`src/rtl/rat_fetch_pkg.sv`:
```
// Shared fetch-stage definitions: branch opcodes, BHT counter type, decode helpers.
// Instruction layout: opcode = {instr[17:13], instr[1:0]}, branch target = instr[12:3].
package rat_fetch_pkg;

  localparam logic [6:0] OP_BRN  = 7'b0010000;
  localparam logic [6:0] OP_CALL = 7'b0010001;
  localparam logic [6:0] OP_BREQ = 7'b0010010;
  localparam logic [6:0] OP_BRNE = 7'b0010011;
  localparam logic [6:0] OP_BRCS = 7'b0010100;
  localparam logic [6:0] OP_BRCC = 7'b0010101;

  typedef logic [1:0] bht_ctr_t;

  // Weak not-taken, so a fresh entry flips to taken after a single taken outcome.
  localparam bht_ctr_t BHT_CTR_INIT = 2'b01;

  function automatic logic [6:0] get_opcode(input logic [17:0] instr);
    return {instr[17:13], instr[1:0]};
  endfunction

  function automatic logic is_uncond_br(input logic [17:0] instr);
    logic [6:0] op;
    op = get_opcode(instr);
    return (op == OP_BRN) || (op == OP_CALL);
  endfunction

  function automatic logic is_cond_br(input logic [17:0] instr);
    logic [6:0] op;
    op = get_opcode(instr);
    return (op == OP_BREQ) || (op == OP_BRNE) || (op == OP_BRCS) || (op == OP_BRCC);
  endfunction

  function automatic logic [9:0] br_target(input logic [17:0] instr);
    return instr[12:3];
  endfunction

endpackage

```
`src/rtl/fetch_bht.sv`:
```
// Branch history table: array of 2-bit saturating counters indexed by low PC bits.
// Latency: lookup is combinational; updates land at the clock edge (same-cycle lookup sees old value).
// Backpressure: none; updates are always accepted unless rst is high.
module fetch_bht
  import rat_fetch_pkg::*;
#(
  parameter int IDX_W = 4
) (
  input  logic             clk,
  input  logic             rst,
  input  logic [IDX_W-1:0] rd_idx,
  output bht_ctr_t         rd_ctr,
  input  logic             upd_valid,
  input  logic [IDX_W-1:0] upd_idx,
  input  logic             upd_taken
);

  localparam int ENTRIES = 1 << IDX_W;

  bht_ctr_t ctr [ENTRIES];

  assign rd_ctr = ctr[rd_idx];

  always_ff @(posedge clk) begin
    if (rst) begin
      for (int i = 0; i < ENTRIES; i++) begin
        ctr[i] <= BHT_CTR_INIT;
      end
    end else if (upd_valid) begin
      if (upd_taken) begin
        if (ctr[upd_idx] != 2'b11) ctr[upd_idx] <= ctr[upd_idx] + 2'b01;
      end else begin
        if (ctr[upd_idx] != 2'b00) ctr[upd_idx] <= ctr[upd_idx] - 2'b01;
      end
    end
  end

endmodule

```
`src/rtl/fetch_pc_unit.sv`:
```
// Fetch PC unit: owns the PC, drives ROM address, predicts branches (BHT only with FETCH_BHT_EN).
// Latency: 1 cycle from redirect_valid to rom_addr == redirect_addr; prediction is same-cycle.
// Backpressure: stall holds the PC; a redirect overrides stall; BHT updates apply regardless.
module fetch_pc_unit
  import rat_fetch_pkg::*;
#(
  parameter int ADDR_W    = 10,
  parameter int INSTR_W   = 18,
  parameter int BHT_IDX_W = 4
) (
  input  logic               clk,
  input  logic               rst,
  input  logic               stall,
  input  logic [INSTR_W-1:0] rom_instr,
  input  logic               redirect_valid,
  input  logic [ADDR_W-1:0]  redirect_addr,
  input  logic               upd_valid,
  input  logic [ADDR_W-1:0]  upd_pc,
  input  logic               upd_taken,
  output logic [ADDR_W-1:0]  rom_addr,
  output logic [INSTR_W-1:0] instr_out,
  output logic [ADDR_W-1:0]  addr_out,
  output logic [ADDR_W-1:0]  alt_out,
  output logic               taken_out,
  output logic               squash_out
);

  logic [ADDR_W-1:0] pc;
  logic [ADDR_W-1:0] pc_inc;
  logic [ADDR_W-1:0] target;
  logic [ADDR_W-1:0] next_pc;
  logic              cond_taken;
  logic              taken;
  logic [ADDR_W-1:0] alt;

  assign pc_inc = pc + 1'b1;  // wraps modulo 2^ADDR_W
  assign target = ADDR_W'(br_target(rom_instr));

`ifdef FETCH_BHT_EN
  bht_ctr_t                 bht_ctr;
  logic [ADDR_W-BHT_IDX_W-1:0] upd_pc_unused;

  assign upd_pc_unused = upd_pc[ADDR_W-1:BHT_IDX_W];

  fetch_bht #(
    .IDX_W(BHT_IDX_W)
  ) u_bht (
    .clk       (clk),
    .rst       (rst),
    .rd_idx    (pc[BHT_IDX_W-1:0]),
    .rd_ctr    (bht_ctr),
    .upd_valid (upd_valid),
    .upd_idx   (upd_pc[BHT_IDX_W-1:0]),
    .upd_taken (upd_taken)
  );

  assign cond_taken = bht_ctr[1];
`else
  logic upd_unused;

  assign upd_unused = ^{upd_valid, upd_pc, upd_taken};
  assign cond_taken = 1'b0;
`endif

  always_comb begin
    taken = 1'b0;
    alt   = pc_inc;
    if (is_uncond_br(rom_instr)) begin
      taken = 1'b1;
      alt   = pc_inc;
    end else if (is_cond_br(rom_instr)) begin
      taken = cond_taken;
      alt   = cond_taken ? pc_inc : target;
    end
  end

  always_comb begin
    next_pc = pc_inc;
    if (redirect_valid) begin
      next_pc = redirect_addr;
    end else if (stall) begin
      next_pc = pc;
    end else if (taken) begin
      next_pc = target;
    end
  end

  always_ff @(posedge clk) begin
    if (rst) begin
      pc <= '0;
    end else begin
      pc <= next_pc;
    end
  end

  assign rom_addr   = pc;
  assign addr_out   = pc;
  assign instr_out  = rom_instr;
  assign alt_out    = alt;
  assign taken_out  = taken;
  assign squash_out = redirect_valid;

endmodule

```
`config.mk`:
```
export PLATFORM = sky130hd
export DESIGN_NAME = fetch_pc_unit
export DESIGN_NICKNAME = d
export VERILOG_FILES = /design/src/rtl/rat_fetch_pkg.sv /design/src/rtl/fetch_bht.sv /design/src/rtl/fetch_pc_unit.sv
export SDC_FILE = /design/constraint.sdc
export NUM_CORES = 1
export LEC_CHECK = 0
export ABC_AREA = 1
export BUFFER_PORTS_ARGS = -buffer_cell sky130_fd_sc_hd__buf_2
export CAP_MARGIN = 20
export CORE_MARGIN = 1.5
export CORE_UTILIZATION = 39
export DETAILED_ROUTE_END_ITERATION = 8
export PLACE_DENSITY_LB_ADDON = 0.05
export SLEW_MARGIN = 20
export SYNTH_ARGS = -nofsm -noshare
export SYNTH_HDL_FRONTEND = slang
export SYNTH_SLANG_ARGS = --single-unit
```
`constraint.sdc`:
```
create_clock -name clk -period 1.8 [get_ports clk]
set_input_delay 0.36 -clock clk [delete_from_list [all_inputs] [get_ports clk]]
set_output_delay 0.36 -clock clk [all_outputs]
set_load 0.01 [all_outputs]
```
# Word-level counts from Yosys, hierarchy flattened
# Index checks and enable logic that the tools add are counted.
# word_totals
reg_bits	10
latchBits	0
ram_bits	0
mem_bits_ro	0
input_bits	44
out_inout_bits	50
elab_cells	19
mem_count	0
# op_classes
addsub	1
n_mul	0
div_mod_pow	0
n_lt_le_gt_ge	0
n_eq_ne	7
shift	0
n_mux	6
n_bitwise	0
n_reduce_logical	4
# ops
op	count
10-bit 2-to-1 mux	5
7-bit by 5-bit == test with 1-bit output, second input constant	6
10-bit by 1-bit adder with 10-bit output, second input constant	1
1-bit logical OR	4
2-bit by 1-bit inequality test with 1-bit output, second input constant	1
1-bit 2-to-1 mux	1

# Longest topological paths before layout
# depth
depth_word	6
ltp_mapped	8

# Worst setup path before layout
# No wires, ideal clock.
# synth_timing
kind	register to output
from	register pc[0] (netlist: addr_out[0])
to	output alt_out[8]
arrival_time_ns	1.301
required_time_ns	1.440
path_slack_ns	0.139
stages_incl_launch_ff	6
path_buffers	0
path_cell_list	dfxtp_1 -> ha_1 -> nand3_2 -> nor2_2 -> nand3_1 -> a31oi_1
# synth_via
elab_chain_cells	3
# synth_lines
item	line	source
start: declaration	fetch_pc_unit.sv:28	logic [ADDR_W-1:0] pc;
start signal: assignment	fetch_pc_unit.sv:92	pc <= next_pc;
10-bit by 1-bit adder with 10-bit output (*)	fetch_pc_unit.sv:36	assign pc_inc = pc + 1'b1;
10-bit 2-to-1 mux	fetch_pc_unit.sv:71	end else if (is_cond_br(rom_instr)) begin
10-bit 2-to-1 mux (*)	fetch_pc_unit.sv:68	if (is_uncond_br(rom_instr)) begin
end: declaration	fetch_pc_unit.sv:23	output logic [ADDR_W-1:0] alt_out,
# Mark *: on every way between the ends. The rest lies on a longest branch, timed or not.

# Worst setup path in the final report
# layout_timing
from	register pc[1] (netlist: addr_out[1])
to	output alt_out[3]
# The elaborated chain is that of the path after synthesis.

==> summary.txt <==
Outcome = finished clean
Final nets = 293
Mean Syn Cell Area = 5.865 um^2
I/O pin count = 94
Net Sw Frac = 37.67%
Port bufs = 77
Final setup viols = 0
Vias = 1,337
First-pass GRT wire length = 4740 um
Antenna Cells = 0
Avg WL per Cell = 11.32 um
CTS tree = built
Critical-path maximum fanout = 3
Layout Utilization = 53.27%
Max-slew headroom = 80.07%
Final Max Slew Viols = 0
Arrival @ worst endpoint = 1410 ps
Placeable core area = 2758 um^2
Final Skew = 0.7467 ps
Yosys cell types = 21
Post-synthesis cell area = 1126 um^2
Tot GR Track Use = 18.78%
Full die area = 3219 um^2
Worst setup SP type = flop
Register area share after synthesis = 17.78%
Most common cell after layout, fill and taps aside = buf_2
Most frequent cells in the layout = buf_2 (77), nand2_1 (36), nor2_1 (32)
# DRC = 0
Post-layout minimum cycle time = 1766 ps
Max VDD drop = 0.3401 mV
RePlAce Congestion = 0.7634
Fraction of layout cells with a size suffix above 1 = 44.72%
Clock Path Buffers = 2
Gate power share = 37.9%
Final Hold Viols = 0
Die width = 56.74 um
Filler instances = 294
Final wirelength = 3137 um
Static Leakage = 0.8192 nW
CP Data Required Time = 1440 ps
First-pass DRT Iterations = 4
Pin count of the biggest net entering global routing = 14
Clk pwr share = 24.9%
Critical Path, Cell by Cell = buf_6, nand3_4, buf_4, xor2_1, a21oi_1, buf_2
Max Cap Viol = 0
FMAX = 566.4 MHz
Gr ovfl total = 0
Sequential power share = 37.3%
CTS root buf = clkbuf_4
Core Rows = 19
Starting density of the core = 40.83%
Clk_lat worst skew = 280 ps
Max reg flops = 10
Detail Route Antenna Nets = 0
DR iter-0 viols = 30
Delay of the slowest cell on the worst path = 370 ps
Yosys Warn Count = 0
Final Cycle Share = 98.09%
Clock transition at the registers of the reported paths = 70 ps
Int Power = 0.4291 mW
Clk sinks = 10
Detail Placement HPWL = 2284 um
Tightest Pin Transition = 298.7 ps
Via/cell ratio = 4.827
Syn_nets = 237
RSZ-0062 raised after global routing = yes
DIE HEIGHT = 56.74 um
Pwr dens = 468.6 nW/um^2
Hold Crit Class = primary input to flop
Antenna violations before repair = 0
Yosys reg bits = 10
Total net switching power = 0.2593 mW
Area growth, synth to finish = 30.44%
CP Class = flop to output port
Post-Synthesis Cells = 192
Final Power = 0.6884 mW
H-tree depth = 1
Vias in the first global route = 1,074
Clock buffer count from CTS = 3
Slowest CP cell = dfxtp_4
CP endpoint kind = output port
per-stage QoR:
| step | instances | hold WS [ps] | TNS (ps) | cell area, um^2 | setup slack, ps |
|---|---|---|---|---|---|
| 2_1_floorplan | 192 | 544.1 | 0 | 1126 | 139.1 |
| 3_3_place_gp | 271 | 611.7 | 0 | 1350 | 167.8 |
| 3_5_place_dp | 271 | 627.9 | 0 | 1350 | 157.2 |
| 4_1_cts | 276 | 393.5 | -9.268 | 1425 | -9.268 |
| 5_1_grt | 277 | 411.2 | -206.7 | 1469 | -56.09 |
| 6_report | 277 | 386.0 | 0 | 1469 | 34.35 |
cells by family (layout without fill, tap and decap cells):
kind of cell	count (synthesis)	after routing	share of synthesized area (%)
compound gates	33	33	16.33
xor+xnor	2	2	1.556
fa+ha+maj	1	1	1.111
buf+inv	56	110	28.78
flops	10	10	17.78
simple gates	90	90	34.45
critical path: cells and delay by family (launching register included):
| kind | cells | cell delay, ps |
|---|---|---|
| XOR/XNOR | 1 | 190 |
| flip-flops | 1 | 370 |
| buffers and inverters | 3 | 400 |
| AO/OA/AOI/OAI | 1 | 90 |
| AND/OR/NAND/NOR | 1 | 80 |
path summary, 6_finish.rpt:
path	startpoint	to	slack, ps	cells after the start
min reg2reg	addr_out[9]	addr_out[9]	630	4
max reg2reg	addr_out[1]	addr_out[3]	540	7
max	addr_out[1]	alt_out[3]	30	6
min	redirect_addr[3]	addr_out[3]	390	5
metal layers:
layer	vias up	global-route usage [%]	wire length, um
met5	-	0	0
met1	576	24.02	1447
li1	689	-	-
met2	68	30.56	1377
met4	0	8.638	46
met3	4	3.226	265
power by group through the flow:
stage | combinational, mW | sequential [mW] | clock (mW)
2_1_floorplan | 0.166 | 0.265 | 0
3_3_place_gp | 0.246 | 0.257 | 0
4_1_cts | 0.260 | 0.257 | 0.177
6_report | 0.261 | 0.256 | 0.171
5_1_grt | 0.291 | 0.260 | 0.192
3_5_place_dp | 0.249 | 0.258 | 0
cell type report:
class                           instances  area (um^2)  share of cell area [%]
Sequential cell                        10        219.0                   14.91
Inverter                               21        78.83                   5.366
Clock buffer                            3        22.52                   1.533
Multi-Input combinational cell        126        649.4                   44.21
Tap cell                               31        38.79                   2.641
Timing Repair Buffer                   86        460.4                   31.35
cells in the mapped netlist, drive strengths merged:
| cell | instances | area, um^2 |
|---|---|---|
| xor2 | 1 | 8.760 |
| ha | 1 | 12.51 |
| a31oi | 5 | 31.28 |
| dfxtp | 10 | 200.2 |
| xnor2 | 1 | 8.760 |
| inv | 21 | 78.83 |
| a21oi | 16 | 87.59 |
| buf | 34 | 241.5 |
| o21ai | 10 | 50.04 |
| nand3 | 16 | 100.1 |
| o211ai | 2 | 15.01 |
| nand2 | 39 | 146.4 |
| clkbuf | 1 | 3.750 |
| nor2 | 35 | 141.4 |
repair_timing:
action                                  4_1_cts  5_1_grt
hold buffers                                  0        0
endpoints found under the setup margin        6        6
pin swaps                                     5        8
setup buffers                                 2        1
gates resized for setup                      10       14
(Power assumes the default switching activity.)
